$ cat config.mk
export PLATFORM = sky130hd
export DESIGN_NAME = pdm_capture
export DESIGN_NICKNAME = d
export VERILOG_FILES = /design/src/rtl/audio_pkg.sv /design/src/rtl/pdm_clock_gen.sv /design/src/rtl/pdm_capture.sv
export SDC_FILE = /design/constraint.sdc
export NUM_CORES = 1
export LEC_CHECK = 0
export ABC_CLOCK_PERIOD_IN_PS = 2100
export CORE_MARGIN = 2
export CORE_UTILIZATION = 45
export CTS_BUF_LIST = sky130_fd_sc_hd__clkbuf_4
export DETAILED_ROUTE_END_ITERATION = 8
export GPL_TIMING_DRIVEN = 0
export PLACE_DENSITY = 0.69
export SLEW_MARGIN = 10
export SYNTH_ARGS = -nofsm -noshare
export SYNTH_HDL_FRONTEND = slang
export SYNTH_SLANG_ARGS = --single-unit
$ cat constraint.sdc
create_clock -name clock_i -period 2.1 [get_ports clock_i]
set_clock_uncertainty 0.2 [all_clocks]
set_input_delay 0.63 -clock clock_i [delete_from_list [all_inputs] [get_ports clock_i]]
set_output_delay 0.63 -clock clock_i [all_outputs]
set_load 0.1 [all_outputs]
$ cat src/rtl/audio_pkg.sv
// Shared audio-path definitions used by the PDM capture, serializer and controller blocks.
package audio_pkg;

    localparam int unsigned SAMPLE_W             = 16;
    localparam int unsigned PDM_CLK_HALF_DEFAULT = 25;
    localparam int unsigned PDM_DECIM_DEFAULT    = 128;

    typedef logic [SAMPLE_W-1:0] sample_t;

    typedef enum logic {
        PDM_IDLE = 1'b0,
        PDM_RUN  = 1'b1
    } pdm_state_t;

endpackage

$ cat src/rtl/pdm_clock_gen.sv
// Microphone clock divider: registered 50% duty pdm_clk_o and an end-of-high-phase sample strobe.
module pdm_clock_gen
    import audio_pkg::*;
#(
    parameter int unsigned CLK_HALF = PDM_CLK_HALF_DEFAULT
) (
    input  logic clock_i,
    input  logic reset_i,
    input  logic run,
    output logic pdm_clk_o,
    output logic sample_stb
);

    localparam int unsigned       DIV_W    = $clog2(CLK_HALF);
    localparam logic [DIV_W-1:0]  DIV_LAST = DIV_W'(CLK_HALF - 1);

    logic [DIV_W-1:0] div_q;

    // Dropping run parks the divider with the clock low so re-entry starts a clean low phase.
    always_ff @(posedge clock_i) begin
        if (reset_i || !run) begin
            div_q     <= '0;
            pdm_clk_o <= 1'b0;
        end else if (div_q == DIV_LAST) begin
            div_q     <= '0;
            pdm_clk_o <= ~pdm_clk_o;
        end else begin
            div_q     <= div_q + DIV_W'(1);
        end
    end

    // Bit is taken on the cycle that ends the high phase, together with the falling toggle.
    assign sample_stb = run && (div_q == DIV_LAST) && pdm_clk_o;

endmodule

$ cat src/rtl/pdm_capture.sv
// PDM microphone capture: drives the mic clock, counts ones over a DECIM-bit window and emits
// a saturated, left-justified 16-bit PCM sample with a one-cycle done pulse.
module pdm_capture
    import audio_pkg::*;
#(
    parameter int unsigned CLK_HALF = PDM_CLK_HALF_DEFAULT,
    parameter int unsigned DECIM    = PDM_DECIM_DEFAULT
) (
    input  logic                clock_i,
    input  logic                reset_i,
    input  logic                enable_i,
    output logic                done_o,
    output logic [SAMPLE_W-1:0] data_o,
    output logic                pdm_clk_o,
    input  logic                pdm_data_i,
    output logic                pdm_lrsel_o
);

    localparam int unsigned DECIM_W = $clog2(DECIM);
    localparam int unsigned ONES_W  = DECIM_W + 1;
    localparam int unsigned SHIFT   = SAMPLE_W - DECIM_W;

    localparam logic [DECIM_W-1:0] BIT_LAST = DECIM_W'(DECIM - 1);
    localparam logic [ONES_W-1:0]  ONES_MAX = ONES_W'(DECIM - 1);

    pdm_state_t          state_q, state_d;
    logic [ONES_W-1:0]   ones_q, ones_d;
    logic [DECIM_W-1:0]  bitcnt_q, bitcnt_d;
    logic                done_d;
    sample_t             data_d;

    logic                run;
    logic                sample_stb;
    logic [ONES_W-1:0]   ones_sum;
    logic [ONES_W-1:0]   ones_sat;

    // Clock only advances while RUN is held; a falling enable stops it on the same edge.
    assign run = (state_q == PDM_RUN) && enable_i;

    pdm_clock_gen #(
        .CLK_HALF   (CLK_HALF)
    ) u_clock_gen (
        .clock_i    (clock_i),
        .reset_i    (reset_i),
        .run        (run),
        .pdm_clk_o  (pdm_clk_o),
        .sample_stb (sample_stb)
    );

    // A full window of ones would need one extra code; clamp to the top representable value.
    assign ones_sum = ones_q + ONES_W'(pdm_data_i);
    assign ones_sat = (ones_sum > ONES_MAX) ? ONES_MAX : ones_sum;

    assign pdm_lrsel_o = 1'b0;

    always_ff @(posedge clock_i) begin
        if (reset_i) begin
            state_q  <= PDM_IDLE;
            ones_q   <= '0;
            bitcnt_q <= '0;
            done_o   <= 1'b0;
            data_o   <= '0;
        end else begin
            state_q  <= state_d;
            ones_q   <= ones_d;
            bitcnt_q <= bitcnt_d;
            done_o   <= done_d;
            data_o   <= data_d;
        end
    end

    always_comb begin
        state_d  = state_q;
        ones_d   = ones_q;
        bitcnt_d = bitcnt_q;
        done_d   = 1'b0;
        data_d   = data_o;

        unique case (state_q)
            PDM_IDLE: begin
                ones_d   = '0;
                bitcnt_d = '0;
                if (enable_i) begin
                    state_d = PDM_RUN;
                end
            end
            PDM_RUN: begin
                if (!enable_i) begin
                    // Partial window is dropped, even if this was the closing bit.
                    state_d  = PDM_IDLE;
                    ones_d   = '0;
                    bitcnt_d = '0;
                end else if (sample_stb) begin
                    if (bitcnt_q == BIT_LAST) begin
                        done_d   = 1'b1;
                        data_d   = SAMPLE_W'(ones_sat) << SHIFT;
                        ones_d   = '0;
                        bitcnt_d = '0;
                    end else begin
                        ones_d   = ones_sum;
                        bitcnt_d = bitcnt_q + DECIM_W'(1);
                    end
                end
            end
            default: begin
                state_d = PDM_IDLE;
            end
        endcase
    end

endmodule

==> flow_summary_export.csv <==
group,metric,value,unit
run_status,status,"finished, final reports clean",
sta,setup_tns,0,ps
floorplanning,die_y,60.77,µm
finish,final_core_util,0.5766,
power,power,1.024,mW
yosys,synth.top_cell.area_share,0.4142,
placement,dp_slack,-579.7,ps
yosys,synth.top_cells.by_area,"dfxtp_1, buf_4, nor2_1",
cts,cts_hold_buf,0,
worst_hold_path,worstHoldPathType,"register to register",
floorplanning,fp-row-count,20,
cts,cts.sinks,30,
grt,grt_pass1_wl,4.802,mm
yosys,synth.top_cells.by_count,"dfxtp_1, nor2_1, nand2_1",
critical_path,crit_type,"register to output port",
floorplanning,io_pins,23,
critical_path,critPathCaptureType,"output port",
floorplanning,design.die.area,3692,µm²
route,wl_met3,160,µm
placement,hpwl,2.205,mm
grt,grt_pass1_vias,1129,
yosys,syn-cell-area,1450,µm²
yosys,async_reset_ff_frac,0,
cts,htree_levels,2,
floorplanning,start_util,0.4750,
critical_path,crit_path_start_kind,"register",
sta,finalCritPeriodShare,0.9757,
critical_path,worst-endpoint-required,1270,ps
route,vias_per_cell,5.162,
floorplanning,die_x,60.77,µm
critical_path,path_delay_family,"buffers and inverters",
route,wl_met1,1.274,mm
critical_path,cp_cell_sequence,"clkdlybuf4s18_2",
cts,cts_tree,"done",
sta,relSlewSlack,0.6403,
yosys,syn_avg_cell_area,8.683,µm²
power,powerDensity,581.6,nW/µm²
yosys,ys_warn_count,0,
sta,hold_viol,0,
yosys,ys_seq_area_frac,0.4142,
critical_path,max_stage_delay,540,ps
critical_path,slowest_stage,"clkdlybuf4s18_2",
finish,num_antenna_cells,0,
route,wl_met2,1.548,mm
cts,clk_path_buf_depth,2,
run,cap_viol_max_count,0,
finish,postLayoutCellArea,1760,µm²
sta,fmax,488.0,MHz
yosys,synth_top_cell_by_area,"dfxtp_1",
route,drt.antenna.violating_nets,0,
cts,root_buffer,"clkbuf_4",
cts,path_clk_slew,90,ps
critical_path,crit_path_max_fanout,2,
grt,overflow,0,
cts,cts_buffers,5,
route,dr.pass1.iters,6,
yosys,synth_edf_count,0,
yosys,post-synth-top-count-cell,"dfxtp_1",
placement,place_area,1660,µm²
route,post_drt_wl_per_cell,12.43,µm
route,drcViolationCount,0,
floorplanning,core_area,3053,µm²
sta,worst_slack,50.93,ps
route,drt_iter0_drc,48,
route,routed_wirelength,2.996,mm
critical_path,path_buf_inv,1,
sta,rsz0062_at_grt,"no",
critical_path,cp.arrival,1220,ps
grt,grt_use_total,0.1779,
sta,finalMaxSlewViolations,0,
route,top_layer_used,"met4",
power,ir_drop,0.4367,mV
grt,grt_max_degree,11,
sta,finalSetupViolations,0,
yosys,synth_seq_cells,30,
finish,drive_gt1_frac,0.2234,
yosys,netlist-cell-type-count,37,
yosys,ys.flop_type,"dfxtp_1",
placement,place_congestion,0.7564,
sta,tightest_slew,542.1,ps
finish,nets,205,
grt,grt_antenna_before_repair,0,
finish,area_growth,21.40,%
placement,portBuffers,12,
yosys,syn_inst,167,
route,vias,1244,
cts,clock_latency,340,ps
power,power_leakage,0.6352,nW
sta,period_needed,2049,ps
cells in the final DEF, fill, tap and decap left out, types with 2 or more instances in the layout:
master           instances
nor3_1                   3
xnor2_1                  3
o211ai_1                 2
conb_1                  10
xor2_1                   5
nand4b_1                 2
or3_1                    4
nand3_1                  7
inv_1                    7
clkdlybuf4s50_1          2
nor2b_1                  3
buf_4                   12
a32oi_1                  3
clkdlybuf4s18_2          5
a211oi_2                 3
and3_1                   4
o21ai_0                  5
and4_1                   2
buf_2                    4
a211oi_1                 4
nand2_1                 13
ha_1                     3
nor2_1                  20
a21oi_1                 10
clkbuf_4                 6
dfxtp_1                 29
what timing repair did:
item,4_1_cts,5_1_grt
setup buffers,1,0
resized for setup,40,11
pin swaps,6,0
endpoints found under the setup margin,16,13
layout make-up:
| cell class | instances | area [µm²] |
|---|---|---|
| buffer | 14 | 96.34 |
| clock buffer | 5 | 37.54 |
| clock inverter | 3 | 16.27 |
| fill | 290 | 1292 |
| inverter | 7 | 26.28 |
| multi-input combinational | 125 | 812.0 |
| sequential | 30 | 601.8 |
| tap | 44 | 55.05 |
| timing repair buffer | 13 | 115.1 |
through the flow:
stage	cells	hold WS, ps
floorplan	176	221.2
global placement	232	228.4
detailed placement	232	240.0
CTS	241	252.1
global route	241	277.3
finish	241	249.5
flip-flops by register name (all words and copies together), names as in the netlist:
register / flops
ones_q: 8
state_q: 1
bitcnt_q: 7
u_clock_gen.div_q: 5
data_o: 7
done_o: 1
u_clock_gen.pdm_clk_o: 1
cell families after synthesis:
family,synth area share
AOI/OAI and AO/OA,0.1726
xor gates and xnor gates,0.04832
adders and majority gates,0.04314
buffers and inverters,0.08456
DFF,0.4142
other,0.002586
and+or+nand+nor,0.2347
report_power, final:
part | switching [mW] | leakage, nW | total [mW] | internal [mW]
Combinational | 0.0971 | 0.364 | 0.119 | 0.0223
Sequential | 0.00138 | 0.242 | 0.571 | 0.570
Clock | 0.209 | 0.0286 | 0.333 | 0.124
Total | 0.307 | 0.635 | 1.02 | 0.717
metal layers:
| metal | up-vias | track usage |
|---|---|---|
| met2 | 30 | 0.3072 |
| li1 | 622 | - |
| met3 | 2 | 0.07036 |
| met5 | - | 0 |
| met1 | 590 | 0.2013 |
| met4 | 0 | 0.05590 |
path summary, 6_finish.rpt:
kind	startpoint	end	slack [ps]	cells after the start
hold reg to reg	bitcnt_q[6]$_SDFFE_PP0P_	bitcnt_q[6]$_SDFFE_PP0P_	250	2
setup reg to reg	u_clock_gen.div_q[0]$_SDFF_PP0_	data_o[10]$_SDFFE_PP0P_	120	7
hold / removal	bitcnt_q[6]$_SDFFE_PP0P_	bitcnt_q[6]$_SDFFE_PP0P_	250	2
setup / recovery	data_o[10]$_SDFFE_PP0P_	data_o[10]	50	1
(Power assumes the default switching activity.)
